### config.mk
export PLATFORM = sky130hd
export DESIGN_NAME = fetch_unit
export DESIGN_NICKNAME = d
export VERILOG_FILES = /design/src/rtl/fetch_unit.sv
export SDC_FILE = /design/constraint.sdc
export NUM_CORES = 1
export LEC_CHECK = 0
export ABC_AREA = 1
export CAP_MARGIN = 10
export CORE_ASPECT_RATIO = 1.2
export CORE_UTILIZATION = 53
export DETAILED_ROUTE_END_ITERATION = 10
export PLACE_DENSITY = 0.87
export SYNTH_ARGS = -nofsm -noshare
export SYNTH_HDL_FRONTEND = slang
export SYNTH_SLANG_ARGS = --single-unit
### constraint.sdc
create_clock -name clk -period 13.8 [get_ports clk]
set_input_delay 3.45 -clock clk [delete_from_list [all_inputs] [get_ports clk]]
set_output_delay 3.45 -clock clk [all_outputs]
set_load 0.01 [all_outputs]
### src/rtl/fetch_unit.sv
// Instruction-fetch front end: owns the PC, issues single-outstanding imem requests
// over req/ack and presents each fetched word to decode over valid/ready.
module fetch_unit #(
  parameter logic [31:0] RESET_PC = 32'h0000_3000
) (
  input  logic        clk,
  input  logic        reset,
  input  logic        redirect,
  input  logic [31:0] redirect_pc,
  output logic        imem_req,
  output logic [31:0] imem_addr,
  input  logic        imem_ack,
  input  logic [31:0] imem_rdata,
  output logic        inst_valid,
  input  logic        inst_ready,
  output logic [31:0] inst,
  output logic [31:0] inst_pc,
  output logic [31:0] pc
);

  typedef enum logic [1:0] {
    START = 2'd0,
    FETCH = 2'd1,
    HOLD  = 2'd2,
    DROP  = 2'd3
  } state_t;

  state_t      state_r;
  state_t      next_state_s;
  logic [31:0] pc_r;
  logic [31:0] req_addr_r;
  logic [31:0] inst_r;
  logic [31:0] inst_pc_r;
  logic [31:0] target_s;

  assign target_s = {redirect_pc[31:2], 2'b00};

  // State register
  always_ff @(posedge clk or posedge reset) begin
    if (reset) begin
      state_r <= START;
    end else begin
      state_r <= next_state_s;
    end
  end

  // Next-state logic
  always_comb begin
    next_state_s = state_r;
    case (state_r)
      START: next_state_s = FETCH;
      FETCH: begin
        if (imem_ack && !redirect) begin
          next_state_s = HOLD;
        end else if (!imem_ack && redirect) begin
          next_state_s = DROP;
        end else begin
          next_state_s = FETCH;
        end
      end
      DROP: begin
        if (imem_ack) begin
          next_state_s = FETCH;
        end else begin
          next_state_s = DROP;
        end
      end
      HOLD: begin
        if (redirect || inst_ready) begin
          next_state_s = FETCH;
        end else begin
          next_state_s = HOLD;
        end
      end
      default: next_state_s = START;
    endcase
  end

  // Output decode: outputs depend on state only, never on inputs
  always_comb begin
    imem_req   = 1'b0;
    inst_valid = 1'b0;
    case (state_r)
      START: begin
        imem_req   = 1'b0;
        inst_valid = 1'b0;
      end
      FETCH, DROP: begin
        imem_req   = 1'b1;
        inst_valid = 1'b0;
      end
      HOLD: begin
        imem_req   = 1'b0;
        inst_valid = 1'b1;
      end
      default: begin
        imem_req   = 1'b0;
        inst_valid = 1'b0;
      end
    endcase
  end

  // Datapath registers: PC, outstanding request address and the held instruction.
  // In DROP only pc moves on redirect, so the last redirect wins once the ack lands.
  always_ff @(posedge clk or posedge reset) begin
    if (reset) begin
      pc_r       <= RESET_PC;
      req_addr_r <= RESET_PC;
      inst_r     <= 32'h0000_0000;
      inst_pc_r  <= 32'h0000_0000;
    end else begin
      case (state_r)
        START: begin
          if (redirect) begin
            pc_r       <= target_s;
            req_addr_r <= target_s;
          end else begin
            req_addr_r <= pc_r;
          end
        end
        FETCH: begin
          if (imem_ack && !redirect) begin
            inst_r    <= imem_rdata;
            inst_pc_r <= req_addr_r;
            pc_r      <= req_addr_r + 32'd4;
          end else if (imem_ack && redirect) begin
            pc_r       <= target_s;
            req_addr_r <= target_s;
          end else if (redirect) begin
            pc_r <= target_s;
          end
        end
        DROP: begin
          if (imem_ack && redirect) begin
            pc_r       <= target_s;
            req_addr_r <= target_s;
          end else if (imem_ack) begin
            req_addr_r <= pc_r;
          end else if (redirect) begin
            pc_r <= target_s;
          end
        end
        HOLD: begin
          if (redirect) begin
            pc_r       <= target_s;
            req_addr_r <= target_s;
          end else if (inst_ready) begin
            req_addr_r <= pc_r;
          end
        end
        default: begin
          req_addr_r <= pc_r;
        end
      endcase
    end
  end

  assign imem_addr = req_addr_r;
  assign inst      = inst_r;
  assign inst_pc   = inst_pc_r;
  assign pc        = pc_r;

endmodule
==> flow_metrics.py <==
metrics = {
    "synthesis": {
        "yosys.area_share.simple_pct": 27.4,
        "netlist_instances": 1000,
        "synth_top_family_by_area": "simple AND/OR/NAND/NOR gates",
        "yosysTopAreaCellShare_pct": 44.1,
        "synth.net_count": 1072,
        "synth_edf_count": 0,
        "synthXorXnorAreaFrac_pct": 0.368,
        "synth_flop_cell": "dfrtp_1",
        "synth_fa_ha_area_share_pct": 0.526,
        "synth_most_common_cell": "nand2_1",
        "synth_area_um2": 7140,
        "yosys-top-cells-area": "dfrtp_1, nand2_1, o21ai_0",
        "async_reset_ff_share_pct": 100,
        "yosys-top-cells-count": "nand2_1, dfrtp_1, o21ai_0",
        "yosys.area.top_type": "dfrtp_1",
        "ys_seq_area_share_pct": 45.6,
        "synth.area.mux_share_pct": 0,
        "synth_warnings": 0,
        "syn_avg_cell_area_um2": 7.14,
        "ys_types": 38,
        "synth-compound-area-share_pct": 17.5,
        "ys_ff_latch": 130,
    },
    "placement": {
        "gp_congestion": 0.944,
        "numPortBuffers": 196,
        "hpwl_um": 14200,
    },
    "global_route": {
        "grt_max_degree": 104,
        "grt_pass1_wl_um": 35000,
        "grt_pass1_vias": 7121,
        "grt_util_all_layers_pct": 32.5,
        "antenna_found_initial": 0,
        "grt.overflow.total": 0,
    },
    "cts": {
        "numCtsBuffers": 17,
        "htreeDepth": 4,
        "ctsHoldBuffers": 0,
        "ctsResizeCount": 0,
        "root_buffer": "clkbuf_16",
        "post_cts.repair.setup_buffers": 0,
        "path_clk_slew_ns": 0.06,
        "insertion_delay_ns": 0.42,
        "clock_path_buffers": 2,
        "cts.sinks": 130,
        "cts_tree": "done",
    },
    "power": {
        "power_uw": 2100,
        "power.density_nw_per_um2": 216,
        "vdd_drop_max_mv": 0.109,
        "p_leak_uw": 0.00447,
    },
    "floorplan": {
        "ios": 199,
        "rows": 46,
        "dieArea_um2": 13900,
        "core_um2": 13200,
        "dieHeight_um": 129,
        "start_util_pct": 54.2,
        "dieWidth_um": 108,
    },
    "run_status": {
        "status": "complete, no violations",
    },
    "timing": {
        "tightest_slew_ns": 1.04,
        "max_clock_freq_mhz": 141,
        "hold_violations": 0,
        "maxSlewHeadroom_pct": 31.0,
        "finalSetupViolCount": 0,
        "rsz0062_at_grt": "false",
        "finalSetupTns_ns": 0,
        "fin_crit_ns": 7.10,
        "finalCritPeriodShare_pct": 51.4,
        "drv_slew": 0,
        "fin_worst_skew_ns": 0.00684,
        "hold_ws_ns": 0.469,
    },
    "critical_path": {
        "setup.worst_path.start_class": "input port",
        "cp.required_ns": 14.12,
        "cp.arrival_ns": 7.41,
        "cp_max_fo": 103,
        "crit_top_cell": "inv_1",
        "critPathSlowestCell": "buf_4",
        "max_stage_delay_ns": 0.85,
        "crit_chain": "clkdlybuf4s50_1 > buf_4 > inv_1 > ha_1 > inv_1 > nor2_8 > inv_4 > buf_4 > nor2_1 > nand3_1 > o211ai_1 > nand2_1 > inv_1",
        "endpoint_kind": "flip-flop",
        "worstSetupPathType": "in -> reg",
    },
    "route": {
        "drc": 0,
        "drt_iter0_drc": 711,
        "num_vias": 7605,
        "first_pass_iters": 6,
        "antenna_left": 0,
        "wirelength_um": 21700,
        "via_per_inst": 5.64,
        "wl_per_cell_um": 16.1,
    },
    "final_layout": {
        "diodes": 0,
        "final_nets": 1239,
        "area_growth_pct": 35.7,
        "drive_gt1_share_pct": 5.00,
    },
    "run": {
        "cap_violations": 0,
    },
    "hold_path": {
        "hold_path.class": "reg -> reg",
    },
}
layout make-up:
type / instances / area (um2)
tap: 168 / 210
clock inverter: 13 / 135
sequential: 130 / 3260
inverter: 95 / 362
multi-input combinational: 722 / 3270
clock buffer: 19 / 453
timing repair buffer: 201 / 2000
fill: 1042 / 3490
final timing paths:
check,cells after the start,slack (ns),from,end
max,13,6.70,redirect,pc[14]
min,2,0.47,inst[3],inst[3]
max reg2reg,9,10.04,state_r[0],pc[14]
min reg2reg,2,0.47,inst[3],inst[3]
max in group asynchronous,3,8.97,reset,inst_pc[8]
min in group asynchronous,2,3.61,reset,inst[17]
registers in the layout (all words and copies together), names as in the netlist:
register,flops
imem_addr,32
inst,32
inst_pc,32
pc,32
state_r,2
layout by cell type, fill, tap and decap left out, types with 2 or more instances in the layout:
cell type / count
xor2_1: 3
o21ai_0: 125
inv_4: 2
a21oi_1: 50
inv_2: 5
nor2_2: 4
o2111ai_1: 3
nand3b_1: 2
clkbuf_8: 2
o221ai_1: 5
a22oi_1: 6
dfrtp_1: 126
nand2_1: 321
clkinvlp_4: 5
o21ai_1: 29
nand3_1: 44
clkdlybuf4s50_1: 196
ha_1: 3
clkbuf_16: 17
bufinv_16: 2
nand4_1: 8
o211ai_1: 6
clkinv_2: 4
dfstp_2: 4
inv_1: 87
nor2_1: 87
a31oi_1: 2
o22ai_1: 6
nor3_1: 8
buf_4: 5
power breakdown:
group	switching, uW	internal (uW)
logic	480	446
registers	160	556
clock network	179	275
worst max-delay path, delay by kind of cell:
family                     cells  cell delay, ns
and+or+nand+nor                4            0.66
adders and majority gates      1            0.33
AOI/OAI and AO/OA              1            0.11
buffers and inverters          7            2.80
layer usage:
layer / GRT usage, % / part of all wire [%] / up-vias / routed length (um)
met5: 0 / 0 / - / 0
met4: 16.2 / 3.4 / 0 / 744
met3: 9.91 / 11 / 67 / 2320
met2: 50.2 / 47 / 470 / 10300
met1: 41.6 / 39 / 3493 / 8420
li1: - / - / 3575 / -
stage by stage:
stage | cell area (um2) | std cells | setup WS (ns) | utilization, %
final | 9690 | 1348 | 6.70 | 73.5
after global routing | 9690 | 1348 | 6.43 | 73.5
after CTS | 9690 | 1348 | 6.78 | 73.5
after detailed placement | 9100 | 1316 | 6.36 | 69.0
after global placement | 9100 | 1316 | 6.40 | 69.0
after floorplan | 7140 | 1000 | 6.89 | -
cells by family after synthesis:
| logic type | Yosys count |
|---|---|
| xor+xnor | 3 |
| simple gates | 482 |
| compound gates | 234 |
| buf+inv | 148 |
| fa+ha+maj | 3 |
| flops | 130 |
Note: power is estimated with default switching activity, not from simulation.
